===== src/rtl/gcn_pkg.sv =====
// Shared types and sizing for the GCN aggregation stage.
// The block's parameters live here as localparams so that the row types
// used by the top and the row adder always agree.
package gcn_pkg;

  localparam int unsigned FEATURE_ROWS    = 6;
  localparam int unsigned WEIGHT_COLS     = 3;
  localparam int unsigned DOT_PROD_WIDTH  = 16;
  localparam int unsigned NUM_OF_NODES    = 6;
  localparam int unsigned COO_NUM_OF_COLS = 6;
  localparam int unsigned COO_BW          = $clog2(COO_NUM_OF_COLS);

  // COO node indices are 1-based; 0 marks an unused edge slot.
  localparam int unsigned COO_IDX_BASE = 1;

  typedef enum logic [1:0] {
    IDLE,
    INIT,
    EDGE,
    DONE
  } agg_state_t;

  typedef logic [DOT_PROD_WIDTH-1:0] dp_t;
  typedef dp_t [WEIGHT_COLS-1:0]     row_t;

endpackage


===== src/rtl/gcn_row_adder.sv =====
// Element-wise add of two product-matrix rows.
// Ports: a, b - addend rows; sum - a + b per column.
// Build option: GCN_AGG_SATURATE_EN clamps each column to all-ones on
// overflow; without it the add wraps modulo 2^DOT_PROD_WIDTH.
module gcn_row_adder
  import gcn_pkg::*;
(
  input  logic [WEIGHT_COLS-1:0][DOT_PROD_WIDTH-1:0] a,
  input  logic [WEIGHT_COLS-1:0][DOT_PROD_WIDTH-1:0] b,
  output logic [WEIGHT_COLS-1:0][DOT_PROD_WIDTH-1:0] sum
);

  for (genvar c = 0; c < WEIGHT_COLS; c++) begin : g_col
`ifdef GCN_AGG_SATURATE_EN
    // One extra bit exposes the carry used for clamping.
    logic [DOT_PROD_WIDTH:0] wide;
    assign wide   = {1'b0, a[c]} + {1'b0, b[c]};
    assign sum[c] = wide[DOT_PROD_WIDTH] ? {DOT_PROD_WIDTH{1'b1}}
                                         : wide[DOT_PROD_WIDTH-1:0];
`else
    assign sum[c] = a[c] + b[c];
`endif
  end

endmodule


===== src/rtl/gcn_coo_aggregation.sv =====
// GCN aggregation stage: agg_out = (A + I) * (FM * WM), with A given as a
// COO edge list walked one edge per cycle.
// Ports:
//   clk, reset (async, active-low)
//   start       - pulse: fm_wm_in is valid (also restarts from DONE)
//   fm_wm_in    - FEATURE_ROWS x WEIGHT_COLS product matrix
//   coo_in      - {src, dst} edge, combinational from coo_address
//   coo_address - edge index being read
//   agg_out     - accumulated matrix (registered); final once done=1
//   done        - agg_out holds the final result
// Build option: GCN_AGG_SATURATE_EN selects saturating adds (see
// gcn_row_adder); default is wrapping adds.
module gcn_coo_aggregation
  import gcn_pkg::*;
(
  input  logic                                             clk,
  input  logic                                             reset,
  input  logic                                             start,
  input  logic [FEATURE_ROWS-1:0][WEIGHT_COLS-1:0][DOT_PROD_WIDTH-1:0] fm_wm_in,
  input  logic [2*COO_BW-1:0]                              coo_in,
  output logic [COO_BW-1:0]                                coo_address,
  output logic [FEATURE_ROWS-1:0][WEIGHT_COLS-1:0][DOT_PROD_WIDTH-1:0] agg_out,
  output logic                                             done
);

  localparam logic [COO_BW-1:0] LAST_ADDR = COO_BW'(COO_NUM_OF_COLS - 1);

  agg_state_t state_q;
  agg_state_t state_d;

  // Unmodified copy of the product matrix; every add reads from here so
  // the result does not depend on edge order.
  row_t [FEATURE_ROWS-1:0] shadow;

  logic load_en;
  logic edge_en;
  logic done_d;
  logic last_edge;

  logic [COO_BW-1:0] src;
  logic [COO_BW-1:0] dst;
  logic              edge_valid;
  logic [COO_BW-1:0] s_idx;
  logic [COO_BW-1:0] d_idx;
  row_t              sum_src;
  row_t              sum_dst;

  // Edge decode: out-of-range indices turn the edge into a no-op.
  assign src        = coo_in[2*COO_BW-1:COO_BW];
  assign dst        = coo_in[COO_BW-1:0];
  assign edge_valid = (32'(src) >= COO_IDX_BASE) && (32'(src) <= NUM_OF_NODES) &&
                      (32'(dst) >= COO_IDX_BASE) && (32'(dst) <= NUM_OF_NODES);
  assign s_idx      = edge_valid ? src - COO_BW'(COO_IDX_BASE) : '0;
  assign d_idx      = edge_valid ? dst - COO_BW'(COO_IDX_BASE) : '0;
  assign last_edge  = (coo_address == LAST_ADDR);

  // Source row gains the destination's features and vice versa.
  gcn_row_adder u_src_adder (
    .a   (agg_out[s_idx]),
    .b   (shadow[d_idx]),
    .sum (sum_src)
  );

  gcn_row_adder u_dst_adder (
    .a   (agg_out[d_idx]),
    .b   (shadow[s_idx]),
    .sum (sum_dst)
  );

  // State register.
  always_ff @(posedge clk or negedge reset) begin
    if (!reset) state_q <= IDLE;
    else        state_q <= state_d;
  end

  // Next-state logic.
  always_comb begin
    state_d = state_q;
    case (state_q)
      IDLE:    if (start) state_d = INIT;
      INIT:    state_d = EDGE;
      EDGE:    if (last_edge) state_d = DONE;
      DONE:    if (start) state_d = INIT;
      default: state_d = IDLE;
    endcase
  end

  // Datapath controls decoded from the current state.
  always_comb begin
    load_en = 1'b0;
    edge_en = 1'b0;
    done_d  = 1'b0;
    case (state_q)
      INIT:    load_en = 1'b1;
      EDGE:    edge_en = 1'b1;
      DONE:    done_d  = !start;
      default: ;
    endcase
  end

  // Matrix capture, per-edge accumulation, address walk and done flag.
  always_ff @(posedge clk or negedge reset) begin
    if (!reset) begin
      shadow      <= '0;
      agg_out     <= '0;
      coo_address <= '0;
      done        <= 1'b0;
    end else begin
      done <= done_d;
      if (load_en) begin
        shadow      <= fm_wm_in;
        agg_out     <= fm_wm_in;
        coo_address <= '0;
      end else if (edge_en) begin
        if (edge_valid) begin
          agg_out[s_idx] <= sum_src;
          // A self-loop contributes once, so only the source side is written.
          if (s_idx != d_idx) agg_out[d_idx] <= sum_dst;
        end
        if (!last_edge) coo_address <= coo_address + COO_BW'(1);
      end
    end
  end

endmodule


===== config.mk =====
export PLATFORM = sky130hd
export DESIGN_NAME = gcn_coo_aggregation
export DESIGN_NICKNAME = d
export VERILOG_FILES = /design/src/rtl/gcn_pkg.sv /design/src/rtl/gcn_row_adder.sv /design/src/rtl/gcn_coo_aggregation.sv
export SDC_FILE = /design/constraint.sdc
export NUM_CORES = 2
export LEC_CHECK = 0
export BUFFER_PORTS_ARGS = -buffer_cell sky130_fd_sc_hd__buf_2
export CAP_MARGIN = 20
export CORE_ASPECT_RATIO = 1.5
export CORE_MARGIN = 4
export CORE_UTILIZATION = 48
export CTS_CLUSTER_SIZE = 30
export DETAILED_ROUTE_END_ITERATION = 6
export PLACE_DENSITY = 0.7
export SETUP_SLACK_MARGIN = 0.15
export SLEW_MARGIN = 10
export SYNTH_ARGS = -nofsm -noshare
export SYNTH_HDL_FRONTEND = slang
export SYNTH_SLANG_ARGS = --single-unit

===== constraint.sdc =====
create_clock -name clk -period 4.1 [get_ports clk]
set_input_delay 0.41 -clock clk [delete_from_list [all_inputs] [get_ports clk]]
set_output_delay 0.41 -clock clk [all_outputs]
set_load 0.02 [all_outputs]

==> flow_metrics.env <==
export IMPL_syn_inst=4903
export IMPL_grt_pass1_wl_um=300000
export IMPL_gp_congestion=1.04
export IMPL_avgSynthCellArea_um2=8.29
export IMPL_cts_tree="done"
export IMPL_min_path_type="input port to flip-flop"
export IMPL_grtUsageTotal=0.445
export IMPL_crit_slowest_cell="or4_4"
export IMPL_syn_to_final_growth_pct=37.0
export IMPL_async_reset_ff_frac=1.00
export IMPL_rows=130
export IMPL_wl_um=210000
export IMPL_period_share=1.07
export IMPL_arrival_ns=4.97
export IMPL_viasPerCell=6.65
export IMPL_clock_tree_root_cell="clkbuf_16"
export IMPL_powerDensity_mw_per_mm2=978
export IMPL_syn_nets=5308
export IMPL_fin_crit_ns=4.37
export IMPL_die_h_um=364
export IMPL_fmax_mhz=229
export IMPL_maxCapViolations=0
export IMPL_num_io_pins=589
export IMPL_syn_area_mm2=0.0406
export IMPL_path_cells="buf_12, inv_12, ha_4, or4_4, o21a_4, nand3_4, buf_12, buf_4, mux2_4, a21oi_2, nor3_2, ha_2, fa_2, a211o_1, a21oi_4, o21ai_4, a2111oi_4, o41ai_4, buf_4, a21oi_4, xor2_2, buf_6, o311a_1, o22ai_1"
export IMPL_clockBufferDepth=3
export IMPL_drt_initial_drc_count=5529
export IMPL_synth_top_cell_by_area="dfrtp_1"
export IMPL_final_cell_mix="nand2_1, buf_2, dfrtp_1"
export IMPL_path_class="input port to flip-flop"
export IMPL_end_kind="flip-flop"
export IMPL_fin_area_mm2=0.0557
export IMPL_crit_path_start_kind="input port"
export IMPL_worst_ep_required_time_ns=4.70
export IMPL_io_buffers=588
export IMPL_finalWorstSetupSlack_ns=-0.272
export IMPL_outcome="finished with violations"
export IMPL_floorplan_core_area_mm2=0.0839
export IMPL_rsz0062_at_grt="yes"
export IMPL_die_w_um=246
export IMPL_synth_edf_count=0
export IMPL_violations="design-rule violations, negative setup slack"
export IMPL_nets=6402
export IMPL_cts_buffers_inserted=60
export IMPL_grt_max_degree=182
export IMPL_synth_cell_types=80
export IMPL_dr_pass1_iters=7
export IMPL_antenna_found_initial=11
export IMPL_routedWlPerCell_um=29.2
export IMPL_dp_slack_ns=-1.32
export IMPL_tightest_slew_ns=1.01
export IMPL_cp_max_fo=6
export IMPL_h_tree_depth=2
export IMPL_cts_sinks=582
export IMPL_power_leakage_nw=24.6
export IMPL_finalClockSkew_ns=0.0341
export IMPL_synthFlopType="dfrtp_1"
export IMPL_hold_viol=0
export IMPL_vias=47700
export IMPL_clock_latency_ns=0.70
export IMPL_start_util=0.484
export IMPL_synthTopCellsByArea="dfrtp_1, mux2_2, nand2_1, a21oi_1, o21ai_0"
export IMPL_drc_errors=19
export IMPL_setup_viol=81
export IMPL_slew_violations=0
export IMPL_yosysSeqAreaShare=0.358
export IMPL_mostFrequentLayoutCell="nand2_1"
export IMPL_finalSetupTns_ns=-7.35
export IMPL_max_stage_delay_ns=0.45
export IMPL_clk_pin_slew_ns=0.06
export IMPL_synth_seq_cells=582
export IMPL_ys_warn_count=0
export IMPL_grt_ovfl_total=0
export IMPL_first_global_vias=46600
export IMPL_dieArea_mm2=0.0895
export IMPL_dp_hpwl_um=147000
export IMPL_drive_above_1_share=0.345
export IMPL_slew_headroom=0.326
export IMPL_placed_area_mm2=0.0499
export IMPL_ir_drop_v=0.000895
export IMPL_ant_nets=0
export IMPL_synth_top_area_share=0.358
## where the power goes
part           switching, W  internal, W
Sequential          0.00367      0.00855
Combinational        0.0208       0.0155
Clock               0.00258      0.00336
Total                0.0270       0.0274
## cells by family (layout without fill, tap and decap cells)
family,Yosys count,in the layout,share of synthesized area
simple gates,1367,1368,0.137
fa+ha+maj,108,108,0.0344
compound gates,1732,1732,0.264
other cells,0,10,0
flops,582,582,0.358
mux,493,493,0.133
buf+inv,523,1659,0.0502
xor+xnor,98,98,0.0230
## cell type report
| cell class | instances | area [µm²] |
|---|---|---|
| repair buffers | 1442 | 11000 |
| clock inverters | 21 | 295 |
| diodes | 10 | 25.0 |
| fillers | 7071 | 28200 |
| inverters | 112 | 448 |
| well taps | 1122 | 1400 |
| multi-input cells | 3799 | 26200 |
| flip-flops and latches | 582 | 14600 |
| clock buffers | 84 | 1730 |
## cells in the mapped netlist (56+ instances only)
library cell	instances
a211oi_1	89
a21oi_1	510
a311oi_1	88
buf_1	57
clkbuf_1	298
dfrtp_1	582
ha_1	102
inv_1	112
mux2_2	378
mux2i_1	115
nand2_1	825
nor2_1	301
nor3_1	118
o211ai_1	61
o21ai_0	389
o221ai_1	105
o22ai_1	207
xnor2_1	56
## per-stage QoR
step                       util  total power [W]  hold WS, ns  instances
after floorplan               -           0.0303        0.114       4903
after global placement    0.595           0.0441        0.499       6827
after detailed placement  0.595           0.0446        0.505       6827
after CTS                 0.648           0.0519     0.000236       7119
after global routing      0.663           0.0570      0.00682       7168
final                     0.664           0.0544      0.00953       7172
## sequential cells by signal (all words and copies together), names as in the netlist
signal / flops
agg_out: 288
state_q: 2
shadow: 288
coo_address: 3
done: 1
## repair_timing
action / in CTS / in global routing
buffers inserted: 17 / 41
endpoints found under the setup margin: 175 / 205
gates resized for setup: 100 / 205
pin swaps: 38 / 102
hold endpoints to repair: 249 / 0
hold buffers: 167 / 0
cloned: 3 / 2
## final timing paths
check	startpoint	endpoint	slack [ns]	cells after the start
worst max-delay path	coo_in[4]	agg_out[30]	-0.27	24
worst min-delay path	fm_wm_in[89]	shadow[89]	0.01	3
worst max register to register	shadow[256]	agg_out[30]	0.36	16
worst min register to register	shadow[111]	shadow[111]	0.53	1
max in group asynchronous	reset	shadow[1]	2.55	3
min in group asynchronous	reset	shadow[41]	0.34	2
## routing by layer
metal,share of wire,vias up,GRT usage
li1,-,20200,-
met1,0.33,22800,0.502
met2,0.44,3540,0.698
met3,0.11,1195,0.107
met4,0.11,4,0.399
met5,0.000095,-,0
## critical path, delay by kind of cell
kind,cells,cell delay [ns]
AOI/OAI and AO/OA,10,2.04
adders and majority gates,3,0.74
and+or+nand+nor,3,0.66
muxes,1,0.29
xor gates and xnor gates,1,0.09
buffers and inverters,6,0.71
Note: power is estimated with default switching activity, not from simulation.
